[src/rtl/apb_wait_slave.sv]
// APB completer: register file with a WAIT_CFG register at the top address.
// Transfers insert W programmable wait states.
// Addresses at or above DEPTH complete with pslverr.
module apb_wait_slave #(
  parameter int         DEPTH        = 16,
  parameter logic [1:0] WAIT_DEFAULT = 2'd1
) (
  input  logic       pclk,
  input  logic       prstn,
  input  logic       psel,
  input  logic       penable,
  input  logic       pwrite,
  input  logic [7:0] paddr,
  input  logic [7:0] pwdata,
  output logic [7:0] prdata,
  output logic       pready,
  output logic       pslverr
);

  localparam int         AW       = (DEPTH > 1) ? $clog2(DEPTH) : 1;
  localparam int         NREG     = 1 << AW;
  localparam logic [8:0] DEPTH_W  = 9'(DEPTH);
  localparam logic [8:0] CFG_ADDR = 9'(DEPTH - 1);

  localparam logic [0:0] IDLE   = 1'b0;
  localparam logic [0:0] ACCESS = 1'b1;

  logic [0:0]    state_q, state_d;
  logic [1:0]    cnt_q, cnt_d;
  logic [AW-1:0] addr_q, addr_d;
  logic          wr_mem_q, wr_mem_d;
  logic          wr_cfg_q, wr_cfg_d;
  logic [7:0]    wdata_q, wdata_d;
  logic [7:0]    rdata_q, rdata_d;
  logic          err_q, err_d;
  logic [7:0]    mem_q [0:NREG-1];
  logic [1:0]    wait_q;
  logic          complete;
  logic          in_range;
  logic          is_cfg;
  logic [7:0]    rd_val;

  // Outputs come straight from registered state; no path from the APB inputs.
  assign prdata  = rdata_q;
  assign pslverr = err_q;
  assign pready  = (state_q == ACCESS) && (cnt_q == 2'd0);

  // Decode the setup-phase address and look up read data.
  always_comb begin
    in_range = ({1'b0, paddr} < DEPTH_W);
    is_cfg   = ({1'b0, paddr} == CFG_ADDR);
    rd_val   = 8'h00;
    if (is_cfg) begin
      rd_val = {6'b0, wait_q};
    end else if (in_range) begin
      rd_val = mem_q[paddr[AW-1:0]];
    end
  end

  // Transfer FSM: setup captures the whole transaction, ACCESS counts down the waits.
  always_comb begin
    state_d  = state_q;
    cnt_d    = cnt_q;
    addr_d   = addr_q;
    wr_mem_d = wr_mem_q;
    wr_cfg_d = wr_cfg_q;
    wdata_d  = wdata_q;
    rdata_d  = rdata_q;
    err_d    = err_q;
    complete = 1'b0;
    case (state_q)
      IDLE: begin
        // An enable without a preceding setup phase is ignored.
        if (psel && !penable) begin
          state_d  = ACCESS;
          cnt_d    = wait_q;
          addr_d   = paddr[AW-1:0];
          wr_mem_d = pwrite && in_range && !is_cfg;
          wr_cfg_d = pwrite && is_cfg;
          wdata_d  = pwdata;
          rdata_d  = pwrite ? 8'h00 : rd_val;
          err_d    = !in_range;
        end
      end
      default: begin
        if (!psel) begin
          // Master abort: drop the transfer without touching the register file.
          state_d = IDLE;
          cnt_d   = 2'd0;
          rdata_d = 8'h00;
          err_d   = 1'b0;
        end else if (penable) begin
          if (cnt_q == 2'd0) begin
            complete = 1'b1;
            state_d  = IDLE;
            rdata_d  = 8'h00;
            err_d    = 1'b0;
          end else begin
            cnt_d = cnt_q - 2'd1;
          end
        end
      end
    endcase
  end

  // Control and response registers.
  always_ff @(posedge pclk) begin
    if (prstn) begin
      state_q  <= IDLE;
      cnt_q    <= 2'd0;
      wr_mem_q <= 1'b0;
      wr_cfg_q <= 1'b0;
      rdata_q  <= 8'h00;
      err_q    <= 1'b0;
    end else begin
      state_q  <= state_d;
      cnt_q    <= cnt_d;
      wr_mem_q <= wr_mem_d;
      wr_cfg_q <= wr_cfg_d;
      rdata_q  <= rdata_d;
      err_q    <= err_d;
    end
  end

  // Latched address and write data; only consumed together with the write flags.
  always_ff @(posedge pclk) begin
    addr_q  <= addr_d;
    wdata_q <= wdata_d;
  end

  // Register file and WAIT_CFG update on the completion edge.
  always_ff @(posedge pclk) begin
    if (prstn) begin
      for (int i = 0; i < NREG; i++) begin
        mem_q[i] <= 8'h00;
      end
      wait_q <= WAIT_DEFAULT;
    end else if (complete) begin
      if (wr_mem_q) begin
        mem_q[addr_q] <= wdata_q;
      end
      if (wr_cfg_q) begin
        wait_q <= wdata_q[1:0];
      end
    end
  end

endmodule

[config.mk]
export PLATFORM = sky130hd
export DESIGN_NAME = apb_wait_slave
export DESIGN_NICKNAME = d
export VERILOG_FILES = /design/src/rtl/apb_wait_slave.sv
export SDC_FILE = /design/constraint.sdc
export NUM_CORES = 1
export LEC_CHECK = 0
export CORE_AREA = 2 2 159 161
export DETAILED_ROUTE_END_ITERATION = 6
export DIE_AREA = 0 0 161 163
export GPL_TIMING_DRIVEN = 0
export PLACE_DENSITY = 0.43
export SLEW_MARGIN = 20
export SYNTH_ARGS = -nofsm -noshare
export SYNTH_HDL_FRONTEND = slang
export SYNTH_SLANG_ARGS = --single-unit
export TNS_END_PERCENT = 30
[constraint.sdc]
create_clock -name pclk -period 4.8 [get_ports pclk]
set_input_delay 0.48 -clock pclk [delete_from_list [all_inputs] [get_ports pclk]]
set_output_delay 0.48 -clock pclk [all_outputs]
set_load 0.02 [all_outputs]
==> reports/qor.yml, run 1 <==
synth:
  seq_area_frac_synth: 0.622
  async_flop_share: 0
  yosys_warnings: 0
  synthesis.nets: 495
  synthTopCellsByArea: "edfxtp_1, and2_1, mux4_2"
  synth_seq_cells: 156
  ys.flop_type: "edfxtp_1"
  synth_cells: 473
  synth_edf_count: 140
  netlist.area_leader.share: 0.578
  synth_top_area_cell: "edfxtp_1"
  synth.distinct_cells: 44
  syn_area_um2: 7270
  syn_avg_cell_area_um2: 15.4
timing:
  rsz0062_at_grt: "false"
  slew_headroom: 0.357
  final.setup_skew_ns: 0.00737
  setup_ws_ns: 2.01
  setup_viol: 0
  finalCritPeriodShare: 0.581
  finalSetupTns_ns: 0
  maxSlewViolCount: 0
  max_slew.worst_pin.slew_ns: 0.957
  period_needed_ns: 2.79
  report.final.hold_viol_count: 0
  max_freq_mhz: 359
cts:
  post_cts_resized: 0
  cts_max_level: 4
  tritoncts: "built"
  cts_setup_buffers: 0
  clkLatencyLatePin_ns: 0.42
  cts.sinks: 156
  ctsRootBufferMaster: "clkbuf_16"
  clk_pin_slew_worst_paths_ns: 0.06
  cts_max_path_buffers: 2
  ctsHoldBuffers: 0
  cts_buffers: 17
power_and_ir_drop:
  power_density_nw_per_um2: 366
  leakage_nw: 3.11
  peakVddDrop_mv: 0.200
global_routing:
  grt_pass1_vias: 4181
  grt_pass1_wl_um: 27400
  grt_overflow: 0
  antenna_found_initial: 1
  grtUsageTotal: 0.147
  grt_max_degree: 17
cells_and_area:
  multi_input_area_um2: 2590
  antenna_cells: 0
  final-seq-area_um2: 4520
  finalInstanceArea_um2: 8610
  area_growth_pct: 18.4
  fin_nets: 544
  drive_above_1_share: 0.208
  final_util: 0.349
  fillCellCount: 2412
worst_setup_path:
  endpoint_kind: "register"
  worstPathRequired_ns: 5.09
  crit_type: "in2reg"
  cp-start-kind: "input port"
  arrival_ns: 3.08
  crit_fanout: 10
route:
  drt_wl_total_um: 18500
  drt_pre_antenna_iters: 5
  antenna_left: 0
  drt_iter0_markers: 292
  vias: 4075
  drcViolationCount: 0
  vias_per_cell: 4.72
  wire_per_inst_um: 21.4
flow_run:
  maxCapViolCount: 0
place:
  place.detailed.hpwl_um: 12700
  place_congestion: 0.762
  portBuffers: 30
  placed_cell_area_um2: 7990
  pre_cts_slack_ns: 1.52
floorplanning:
  dieWidth_um: 161
  core_region_area_um2: 24700
  start_util: 0.295
  rows: 58
  dieHeight_um: 163
  ios: 31
  dieArea_um2: 26200
run_status:
  status: "finished clean"
worst_hold_path:
  hp-class: "reg2reg"
[metrics by stage]
| step | hold WS (ns) | std cells | total power [mW] |
|---|---|---|---|
| after global placement | 0.439 | 833 | 1.77 |
| after CTS | 0.461 | 864 | 3.18 |
| after detailed placement | 0.446 | 833 | 1.77 |
| after floorplan | 0.446 | 473 | 1.68 |
| after global routing | 0.484 | 864 | 3.25 |
| final | 0.458 | 864 | 3.16 |
[logic make-up after synthesis]
group | synth area share
AND/OR/NAND/NOR | 0.204
flip-flops | 0.622
multiplexers | 0.130
buffers and inverters | 0.0225
AO/OA/AOI/OAI | 0.0201
adder cells (fa/ha/maj) | 0.00172
[worst max-delay path, cell delays in order]
cell and delay (ns):
clkdlybuf4s50_1 0.49, clkbuf_1 0.38, clkbuf_1 0.64, mux4_2 0.45, mux2_2 0.32, a32oi_1 0.20, o21ai_1 0.10
[power by group]
part           leakage (nW)  switching [mW]  internal (mW)
logic                  1.25           0.115         0.0831
clock network         0.302           0.510          0.908
registers              1.57          0.0209           1.52
total                  3.11           0.645           2.51
[sequential cells by signal, indices dropped and copies added (netlist names), 2 cells and up]
name     cells
cnt_q        2
wdata_q      8
addr_q       4
prdata       8
mem_q      128
wait_q       2
[cell usage in the layout (no fill, tap or decap), drive strengths merged, types with 4 or more instances in the layout]
cell | synthesis | final
inv | 7 | 7
clkdlybuf4s50 | 0 | 30
nand2b | 5 | 5
dfxtp | 16 | 16
clkbuf | 17 | 41
nand3 | 12 | 12
edfxtp | 140 | 140
nand2 | 17 | 17
nor3 | 14 | 14
a21oi | 4 | 4
bufinv | 0 | 4
and2 | 130 | 130
mux2 | 16 | 16
mux4 | 32 | 32
nor2 | 4 | 4
or2 | 17 | 17
buf | 8 | 8
nor4 | 6 | 6
[Yosys cell counts, types with 2 or more instances]
cell type and instances:
dfxtp_1 16, buf_4 3, nor3_2 2, a21oi_1 4, nand3_1 12, and3_1 2
mux2_2 16, mux4_1 9, mux4_2 23, o22ai_1 2, nand2b_1 5, a22oi_1 3
clkbuf_1 17, a211oi_1 2, nand2_1 17, inv_1 7, a32oi_1 3, nor4_4 4
edfxtp_1 140, or2_2 16, nor2_1 4, a311oi_1 2, nand4_1 2, o21ai_1 2
and2_1 130, nor3_4 11, buf_6 2
[path summary, 6_finish.rpt]
| kind | startpoint | end | slack [ns] | cells after the start |
|---|---|---|---|---|
| hold / removal | prdata[5] | prdata[5] | 0.46 | 2 |
| hold reg to reg | prdata[5] | prdata[5] | 0.46 | 2 |
| setup reg to reg | cnt_q[0] | mem_q[8][2] | 2.13 | 6 |
| setup / recovery | paddr[1] | prdata[0] | 2.01 | 7 |
[routing by layer]
metal  GRT usage  vias to the layer above  share of wire
met4      0.0381                        0          0.011
met1       0.202                     2104           0.47
li1            -                     1866              -
met5           0                        -              0
met3      0.0285                       16          0.036
met2       0.240                       89           0.48
[final cells by class]
cell class | count | area share
flip-flops and latches | 156 | 0.526
repair buffers | 30 | 0.0349
plain buffers | 25 | 0.0160
clock buffers | 24 | 0.0560
well taps | 330 | 0.0480
multi-input cells | 285 | 0.301
inverters | 7 | 0.00305
clock inverters | 7 | 0.0160
Power figures use the tool's default switching activity.
==> run 2, diff against run 1 <==
--- a/config.mk
+++ b/config.mk
@@ -9,7 +9,7 @@
 export DETAILED_ROUTE_END_ITERATION = 6
 export DIE_AREA = 0 0 161 163
 export GPL_TIMING_DRIVEN = 0
-export PLACE_DENSITY = 0.43
+export PLACE_DENSITY = 0.44
 export SLEW_MARGIN = 20
 export SYNTH_ARGS = -nofsm -noshare
 export SYNTH_HDL_FRONTEND = slang
==> constraint.sdc (replaced) <==
create_clock -name pclk -period 2.55 [get_ports pclk]
set_input_delay 0.255 -clock pclk [delete_from_list [all_inputs] [get_ports pclk]]
set_output_delay 0.255 -clock pclk [all_outputs]
set_load 0.02 [all_outputs]
==> run 2 against run 1 <==
  * Clock skew rose by 0.0046 ns
  * Global-route usage about the same
  * Combinational power rose by 89%
  * Largest cell class unchanged
  * Critical path depth shrank 1
  * Sequential share of layout area decreased by 0.099 points
==> reports/qor.yml, run 2 (synthesis results as in run 1) <==
timing:
  max_freq_mhz: 403
  setup_viol: 0  # unchanged
  final.setup_skew_ns: 0.0119  # +0.00456 ns
  rsz0062_at_grt: "true"
  period_needed_ns: 2.48
  finalSetupTns_ns: 0  # unchanged
  finalCritPeriodShare: 0.974
  slew_headroom: 0.472  # +0.115
  report.final.hold_viol_count: 0  # unchanged
  maxSlewViolCount: 0  # unchanged
  max_slew.worst_pin.slew_ns: 0.792  # -0.166 ns
cts:
  cts.sinks: 156  # unchanged
  cts_buffers: 17  # unchanged
  cts_max_path_buffers: 2  # unchanged
  ctsRootBufferMaster: "clkbuf_16"
  cts_max_level: 4  # unchanged
  ctsHoldBuffers: 0  # unchanged
  clkLatencyLatePin_ns: 0.42  # about the same
  clk_pin_slew_worst_paths_ns: 0.06  # about the same
  tritoncts: "built"
global_routing:
  grtUsageTotal: 0.147  # about the same
  grt_overflow: 0  # unchanged
  antenna_found_initial: 0  # -1
  grt_max_degree: 17  # unchanged
  grt_pass1_vias: 4209  # +0.67%
  grt_pass1_wl_um: 27500  # +0.35%
power_and_ir_drop:
  finalPower_mw: 5.74  # +82%
  power_density_nw_per_um2: 666  # +82%
  peakVddDrop_mv: 0.270  # +35%
  leakage_nw: 3.11  # -0.13%
route:
  vias: 4013  # -1.5%
  drt_wl_total_um: 18300  # -1.2%
  antenna_left: 0  # unchanged
  vias_per_cell: 4.62  # -2.1%
  drt_pre_antenna_iters: 5  # unchanged
  drcViolationCount: 0  # unchanged
  drt_iter0_markers: 220  # -25%
  wire_per_inst_um: 21.1  # -1.8%
cells_and_area:
  fillCellCount: 2415  # +0.12%
  mostFrequentLayoutCells: "edfxtp_1, and2_1, clkdlybuf4s50_1, mux4_2"
  area_growth_pct: 18.6
  fin_nets: 548  # +0.74%
  finalInstanceArea_um2: 8630  # +0.19%
  largest_reg_flops: 128  # unchanged
  drive_above_1_share: 0.223  # +0.0148
  antenna_cells: 0  # unchanged
  regMostFlops: "mem_q"
  final_common_cell: "edfxtp_1"
worst_hold_path:
  hp-class: "in2reg"
  hold_path_depth: 1  # -1
  min-delay-start: "pwdata[3]"
  hold_end: "wdata_q[3]"
place:
  placed_cell_area_um2: 7990  # unchanged
  portBuffers: 30  # unchanged
  place.detailed.hpwl_um: 12600  # -0.56%
  place_congestion: 0.768  # +0.83%
worst_setup_path:
  r2r_cells: 6  # unchanged
  crit_fanout: 9  # -1
  endpoint_kind: "register"
  crit_type: "reg2reg"
  ff2ff_setup_slack_ns: 0.07  # -2.06 ns
  rr_endpoint: "mem_q[15][2]"
  cp-startpoint: "cnt_q[0]"
  worstPathRequired_ns: 2.65  # -2.44 ns
  cp-start-kind: "register"
  r2r_start: "cnt_q[0]"
  arrival_ns: 2.58  # -0.50 ns
floorplanning:
  dieHeight_um: 163  # unchanged
  rows: 58  # unchanged
  dieWidth_um: 161  # unchanged
  start_util: 0.295  # unchanged
  core_region_area_um2: 24700  # unchanged
  ios: 31  # unchanged
  dieArea_um2: 26200  # unchanged
run_status:
  status: "finished clean"
flow_run:
  maxCapViolCount: 0  # unchanged
==> run 2: cell count changes in the layout (fill, tap and decap cells not counted), moves of 2 or more <==
cell,before,now
clkinv_4,1,3
clkinv_1,1,3
clkbuf_1,21,16
bufinv_16,4,2
clkinvlp_4,0,3
or2_2,16,8
buf_4,3,7
or2_4,0,9
clkbuf_8,3,0
inv_6,0,2
==> run 2: power by group <==
part,switching [mW],internal [mW]
Clock,1.03,1.44
Sequential,0.0390,2.86
Combinational,0.213,0.161
==> run 2: repair_timing <==
action,4_1_cts,5_1_grt
setup buffers,0,4
pin swaps,3,4
setup endpoints to repair,36,122
resized for setup,4,8
==> run 2: per-stage QoR <==
| step | util | setup slack (ns) | hold WS, ns | std cells |
|---|---|---|---|---|
| finish | 0.350 | 0.0668 | 0.388 | 869 |
| global placement | 0.324 | -0.501 | 0.442 | 833 |
| detailed placement | 0.324 | -0.502 | 0.444 | 833 |
| CTS | 0.347 | 0.00613 | 0.371 | 865 |
| floorplan | - | 0.485 | 0.347 | 473 |
| global route | 0.350 | -0.0365 | 0.379 | 869 |
==> run 2: per-layer routing <==
metal,vias up,wire [um],global-route usage
li1,1880,-,-
met1,2038,8140,0.200
met2,86,9210,0.246
met3,9,809,0.0244
met4,0,140,0.0365
met5,-,0,0
==> run 2: how the worst max path moves through the flow <==
stage,to,depth (start not counted)
after floorplan,mem_q[7][0],7
after global placement,prdata[0],7
after detailed placement,prdata[0],7
after CTS,mem_q[9][7],7
after global routing,mem_q[15][7],6
final,mem_q[15][2],6
==> run 2: area by class of cell <==
class	instances	area, um^2	area share
sequential	156	4520	0.525
multi-input combinational	285	2620	0.304
clock buffer	17	425	0.0493
tap	330	413	0.0479
timing repair buffer	34	330	0.0383
clock inverter	15	148	0.0171
buffer	25	139	0.0161
inverter	7	26.3	0.00305
==> run 2: worst max-delay path, cell delays in order, from the launching register on <==
cell and delay (ns):
dfxtp_1 0.31, inv_1 0.08, ha_1 0.24, and3_1 0.26, nand4_4 0.25, nor3_2 0.62, or2_2 0.39
